### config.mk
export PLATFORM = sky130hd
export DESIGN_NAME = hex_display_ctrl
export DESIGN_NICKNAME = d
export VERILOG_FILES = /design/src/rtl/hex_display_ctrl.sv
export SDC_FILE = /design/constraint.sdc
export NUM_CORES = 1
export LEC_CHECK = 0
export BUFFER_PORTS_ARGS = -buffer_cell sky130_fd_sc_hd__clkbuf_2
export CAP_MARGIN = 30
export CORE_MARGIN = 2
export CORE_UTILIZATION = 40
export DETAILED_ROUTE_END_ITERATION = 12
export PLACE_DENSITY = 0.68
export SKIP_CTS_REPAIR_TIMING = 1
export SYNTH_ARGS = -nofsm -noshare
export SYNTH_HDL_FRONTEND = slang
export SYNTH_SLANG_ARGS = --single-unit
export TNS_END_PERCENT = 30
### constraint.sdc
create_clock -name clk -period 2.5 [get_ports clk]
set_clock_uncertainty 0.2 [all_clocks]
set_input_delay 0.25 -clock clk [delete_from_list [all_inputs] [get_ports clk]]
set_output_delay 0.25 -clock clk [all_outputs]
set_load 0.05 [all_outputs]
### src/rtl/hex_display_ctrl.sv
// hex_display_ctrl: drives NUM_DIGITS active-low 7-segment digits from a
// loadable hex register. It supports a per-digit hide mask, leading-zero
// blanking and an optional whole-display blink.
// Define HEX_DISPLAY_BLINK_EN to build the blink counter. When it is not
// defined, the blink input is ignored and the display never blinks.
`default_nettype none

module hex_display_ctrl #(
  parameter int NUM_DIGITS = 6,
  parameter int BLINK_DIV  = 25000000
) (
  input  logic                    clk,
  input  logic                    reset,
  input  logic [4*NUM_DIGITS-1:0] value,
  input  logic                    load,
  input  logic                    freeze,
  input  logic                    lz_en,
  input  logic [NUM_DIGITS-1:0]   hide,
  input  logic                    blink,
  output logic [7*NUM_DIGITS-1:0] leds,
  output logic                    busy_n
);

  localparam int CNT_W = (BLINK_DIV > 2) ? $clog2(BLINK_DIV) : 1;

  logic [4*NUM_DIGITS-1:0] val_q, val_d;
  logic [7*NUM_DIGITS-1:0] leds_q, leds_d;
  logic                    busy_q, busy_d;
  logic                    blink_phase_q;

  // Segment pattern for one nibble. Bits are gfedcba, and 0 lights a segment.
  function automatic logic [6:0] seg7(input logic [3:0] nib);
    logic [6:0] s;
    case (nib)
      4'h0: s = 7'b1000000;
      4'h1: s = 7'b1111001;
      4'h2: s = 7'b0100100;
      4'h3: s = 7'b0110000;
      4'h4: s = 7'b0011001;
      4'h5: s = 7'b0010010;
      4'h6: s = 7'b0000010;
      4'h7: s = 7'b1111000;
      4'h8: s = 7'b0000000;
      4'h9: s = 7'b0010000;
      4'hA: s = 7'b0001000;
      4'hB: s = 7'b0000011;
      4'hC: s = 7'b1000110;
      4'hD: s = 7'b0100001;
      4'hE: s = 7'b0000110;
      default: s = 7'b0001110;
    endcase
    return s;
  endfunction

`ifdef HEX_DISPLAY_BLINK_EN
  logic [CNT_W-1:0] cnt_q, cnt_d;
  logic             blink_phase_d;

  // Blink timing: count while blink is held and flip the phase on each wrap.
  // Dropping blink clears the counter and phase so the next blink starts visible.
  always_comb begin
    cnt_d         = cnt_q;
    blink_phase_d = blink_phase_q;
    if (!blink) begin
      cnt_d         = '0;
      blink_phase_d = 1'b0;
    end else if (cnt_q == CNT_W'(BLINK_DIV - 1)) begin
      cnt_d         = '0;
      blink_phase_d = ~blink_phase_q;
    end else begin
      cnt_d = cnt_q + 1'b1;
    end
  end

  // Blink counter and phase registers.
  always_ff @(posedge clk or posedge reset) begin
    if (reset) begin
      cnt_q         <= '0;
      blink_phase_q <= 1'b0;
    end else begin
      cnt_q         <= cnt_d;
      blink_phase_q <= blink_phase_d;
    end
  end
`else
  logic unused_blink;
  assign unused_blink  = blink;
  assign blink_phase_q = 1'b0;
`endif

  // Next display register and busy flag. Freeze has priority over load.
  always_comb begin
    val_d  = val_q;
    busy_d = ~freeze;
    if (load && !freeze) begin
      val_d = value;
    end
  end

  // Segment outputs, scanning from the top digit down.
  // Leading-zero blanking stays on only while every nibble seen so far is zero.
  // Digit 0 is never blanked this way, so a zero value still shows a single "0".
  always_comb begin
    logic       upper_zero;
    logic [3:0] nib;
    logic       lz_blank;
    leds_d     = '1;
    upper_zero = 1'b1;
    nib        = 4'h0;
    lz_blank   = 1'b0;
    for (int i = NUM_DIGITS - 1; i >= 0; i--) begin
      nib        = val_q[4*i +: 4];
      upper_zero = upper_zero & (nib == 4'h0);
      lz_blank   = lz_en & (i != 0) & upper_zero;
      if (blink_phase_q) begin
        leds_d[7*i +: 7] = 7'b1111111;
      end else if (hide[i]) begin
        leds_d[7*i +: 7] = 7'b1111111;
      end else if (lz_blank) begin
        leds_d[7*i +: 7] = 7'b1111111;
      end else begin
        leds_d[7*i +: 7] = seg7(nib);
      end
    end
  end

  // Display register, registered segments and registered busy flag.
  always_ff @(posedge clk or posedge reset) begin
    if (reset) begin
      val_q  <= '0;
      leds_q <= '1;
      busy_q <= 1'b0;
    end else begin
      val_q  <= val_d;
      leds_q <= leds_d;
      busy_q <= busy_d;
    end
  end

  assign leds   = leds_q;
  assign busy_n = busy_q;

endmodule

`default_nettype wire

* After elaboration in Yosys (flattened, before gate mapping) *
Memories as Yosys holds them, arrays and structs flattened.
Cells that the tools add are included.

storage, ports and cells
  ROM bits = 672
  input bits = 36
  output and inout bits = 43
  word-level logic and storage cells = 37
  register bits = 67
  memories = 6

memories
  name             words  bits a word  read ports  clocked after Yosys merged registers in  wr ports  line  RTL
  (no name shown)  16     7            1           0                                        0         34    case (nib)
  (no name shown)  16     7            1           0                                        0         34
  (no name shown)  16     7            1           0                                        0         34
  (no name shown)  16     7            1           0                                        0         34
  (no name shown)  16     7            1           0                                        0         34
  (no name shown)  16     7            1           0                                        0         34

cells by class
  mux-type cells = 11
  bitwise logic cells = 10
  reductions and logical operators = 7

operators by type and width
  kind                 count
  $mux W7              11
  $logic_not A4 Y1     5
  $and A1 B1 Y1        9
  $logic_and A1 B1 Y1  1
  $logic_not A1 Y1     1
  $not A1 Y1           1

* Longest topological paths before layout *
  depth after elaboration = 8
  gate-level depth with buffers = 6
  gate-level depth less buffers = 6

* Worst setup path before layout *
Ideal clock, no wire load.

  path type = register -> register
  from = register val_q[20]
  to = register leds_q[13] (netlist: leds[13])
  path buffers = 0
  arrival time = 1,586 ps
  path slack = 603 ps
  cell stages (with the launch flop) = 7
  cell sequence = dfrtp_1 -> inv_1 -> ha_1 -> nor4bb_4 -> and4_4 -> a41oi_4 -> o311ai_0

on the way
  word-level cells in the longest chain between the ends = 8

RTL lines
  element                      line  RTL
  start, declared              26    logic [4*NUM_DIGITS-1:0] val_q, val_d;
  start signal, assigned       134   val_q <= val_d;
  $logic_not A4 Y1             113   upper_zero = upper_zero & (nib == 4'h0);
  $and A1 B1 Y1 (4 in series)  113
  $and A1 B1 Y1                114   lz_blank = lz_en & (i != 0) & upper_zero;
  $mux W7                      119   end else if (lz_blank) begin
  $mux W7                      117   end else if (hide[i]) begin
  named net leds_d[13]         27    logic [7*NUM_DIGITS-1:0] leds_q, leds_d;
  end signal, assigned         135   leds_q <= leds_d;
  end, declared                27

The timed path passes the listed nets, and every way through them passes these cells.
A chain may end at the register's enable or synchronous reset.

* Final worst setup path *
  from = register val_q[20]
  to = register leds_q[12] (netlist: leds[12])

The elaborated chain is that of the path after synthesis.

==> results.md <==
- Final HPWL DP: 5274 um
- Outcome: finished clean
- Synth Instances: 348
- Chip Width: 99.03 um
- Commonest non-fill, non-tap cells in the layout: clkbuf_2, nand2_1, dfstp_2
- Syn nets: 417
- Area of the core: 8721 sq um
- Global route overflow: 0
- Average via count per standard cell: 4.964
- Post-synthesis sequential area ratio: 0.4787
- Slew Limit Headroom: 0.5829
- Synth Cell Area: 3612 sq um
- CP top delay family: simple AND/OR/NAND/NOR gates
- Initial Utilization: 0.4142
- Finish-stage setup viols: 0
- YS warnings: 0
- CP Capture Type: flip-flop
- Wire per inst: 13.32 um
- Worst vdd rail ir drop: 0.0003078 V
- # DRC: 0
- Period minus WS final: 2209 ps
- Clock sinks: 67
- Worst path buffer plus inverter count: 1
- Synthesized flop and latch total: 67
- PwrDens: 745.7 nW/um^2
- Top FF cell, synth: dfstp_2
- Drt pass-1 iters: 4
- Inserted Diodes: 0
- Crit-path max FO: 7
- Port Buffers: 77
- Hold Path Class: in2reg
- Gpl congestion: 0.8737
- Io pins: 79
- CP Class: reg2reg
- Pre-CTS setup slack: 276.8 ps
- EDFF count, synth: 0
- Die H: 99.03 um
- Worst EP arrival: 2220 ps
- First-pass GRT wire length: 11940 um
- Unrepaired setup endpoints after global routing: false
- Hold Crit Depth: 2
- Reg-to-reg slack, setup: 290 ps
- Max Freq: 0.4526 GHz
- Max-slew violations: 0
- CP max stage delay: 430 ps
- H-Tree Depth: 3
- Clock Tree Buf Depth: 2
- Hold Slack: 17.36 ps
- Setup ws final: 290.6 ps
- Die area: 9807 sq um
- GRT Overall Usage: 0.1514
- Worst Tran Pin Value: 624.7 ps
- Final instance area: 4568 sq um
- Syn avg cell area: 10.38 sq um
- Pin count of the biggest net entering global routing: 42
- Root Driver: clkbuf_8
- Library cells used by synthesis: 36
- DR iter-0 viols: 94
- Cts bufs inserted: 9
- Via Count: 2790
- Worst path depth: 6
- LEAKAGE: 2.061 nW
- Async S/R FF share, synth: 1.000
- Final Hold Viols: 0
- Final Routed Wirelength: 7484 um
- Synth-to-Final Area Change: 26.46%
- Vias in the first global route: 2520
- Nets: 518
- CP startpoint kind: flip-flop
- Clock slew at reported path FFs: 70 ps
- Post-route ant nets: 0
- Worst Path Required: 2510 ps
- Placement Rows: 34
- Setup TNS: 0 ps
- Antenna violations before repair: 0
- Crit path max-delay cell type: dfrtp_1
- Fraction of layout cells with a size suffix above 1: 0.3392
- Length in cells of the worst reg-to-reg path: 6
- Placed Area: 4079 sq um
- Max_cap viols: 0
- Commonest non-fill, non-tap cell in the layout: clkbuf_2
- Final period utilization: 0.8837
- Clock latency on the worst-skew pair: 340 ps
- CTS tree: done
- Crit path cell chain: inv_1 > ha_1 > nor4bb_4 > and4_4 > a41oi_4 > o311ai_0
[logic make-up after synthesis]
kind of cell,synth area share
and+or+nand+nor,0.1340
AOI/OAI and AO/OA,0.1704
DFF,0.4787
buffers and inverters,0.04503
adders and majority gates,0.1143
muxes,0.05750
[report_power, final]
part | switching, W | internal, W | leakage [nW] | total, W
logic | 0.000707 | 0.000349 | 1.22 | 0.00106
registers | 0.000161 | 0.00131 | 0.745 | 0.00147
clock network | 0.000395 | 0.000487 | 0.0974 | 0.000881
[through the flow]
stage                       util  power (W)  instances
after detailed placement  0.4677   0.002516        516
after global routing      0.5238   0.003615        562
after global placement    0.4677   0.002489        516
after floorplan                -   0.002288        348
after CTS                 0.4894   0.003419        532
final                     0.5238   0.003407        562
[final cells by class]
| type | count | area [sq um] |
|---|---|---|
| clock buffer | 13 | 148.9 |
| clock inverter | 3 | 40.04 |
| fill | 800 | 4153 |
| inverter | 21 | 78.83 |
| multi-input combinational | 241 | 1723 |
| sequential | 67 | 1729 |
| tap | 108 | 135.1 |
| timing repair buffer | 109 | 713.2 |
[path summary, 6_finish.rpt]
check | startpoint | end
setup / recovery | val_q[20] | leds[12]
hold / removal | hide[0] | leds[0]
setup reg to reg | val_q[20] | leds[12]
hold reg to reg | val_q[17] | leds[34]
max in group asynchronous | reset | leds[20]
min in group asynchronous | reset | val_q[23]
[cells in the mapped netlist, drive strengths merged, types with 2 or more instances]
master	n	area [sq um]
a221o	2	20.02
nor2b	5	31.28
mux2i	5	50.05
o211ai	17	127.6
o21a	3	22.52
clkbuf	13	48.80
a211o	2	17.52
or3	2	12.51
dfstp	42	1104
dfrtp	25	625.6
nor2	19	71.32
nand2b	12	75.07
ha	33	412.9
nand2	56	210.2
a21o	4	30.03
inv	21	78.83
a21oi	6	33.78
a32oi	3	26.28
nand3b	2	15.01
buf	6	35.03
o311ai	17	148.9
nand3	3	15.01
a31oi	3	18.77
o21ai	27	135.1
mux2	12	135.1
[registers in the layout, indices dropped and copies added, names as in the netlist]
signal  flops
leds       42
val_q      24
busy_n      1
[per-layer routing]
layer / wire length [um] / share of wire / vias to the layer above / track usage
met5: 0 / 0 / - / 0
met2: 3720 / 0.50 / 56 / 0.2406
li1: - / - / 1413 / -
met1: 3391 / 0.45 / 1313 / 0.2022
met4: 95 / 0.013 / 0 / 0.04742
met3: 277 / 0.037 / 8 / 0.04113
No activity file was read; power rests on OpenSTA's default activity.
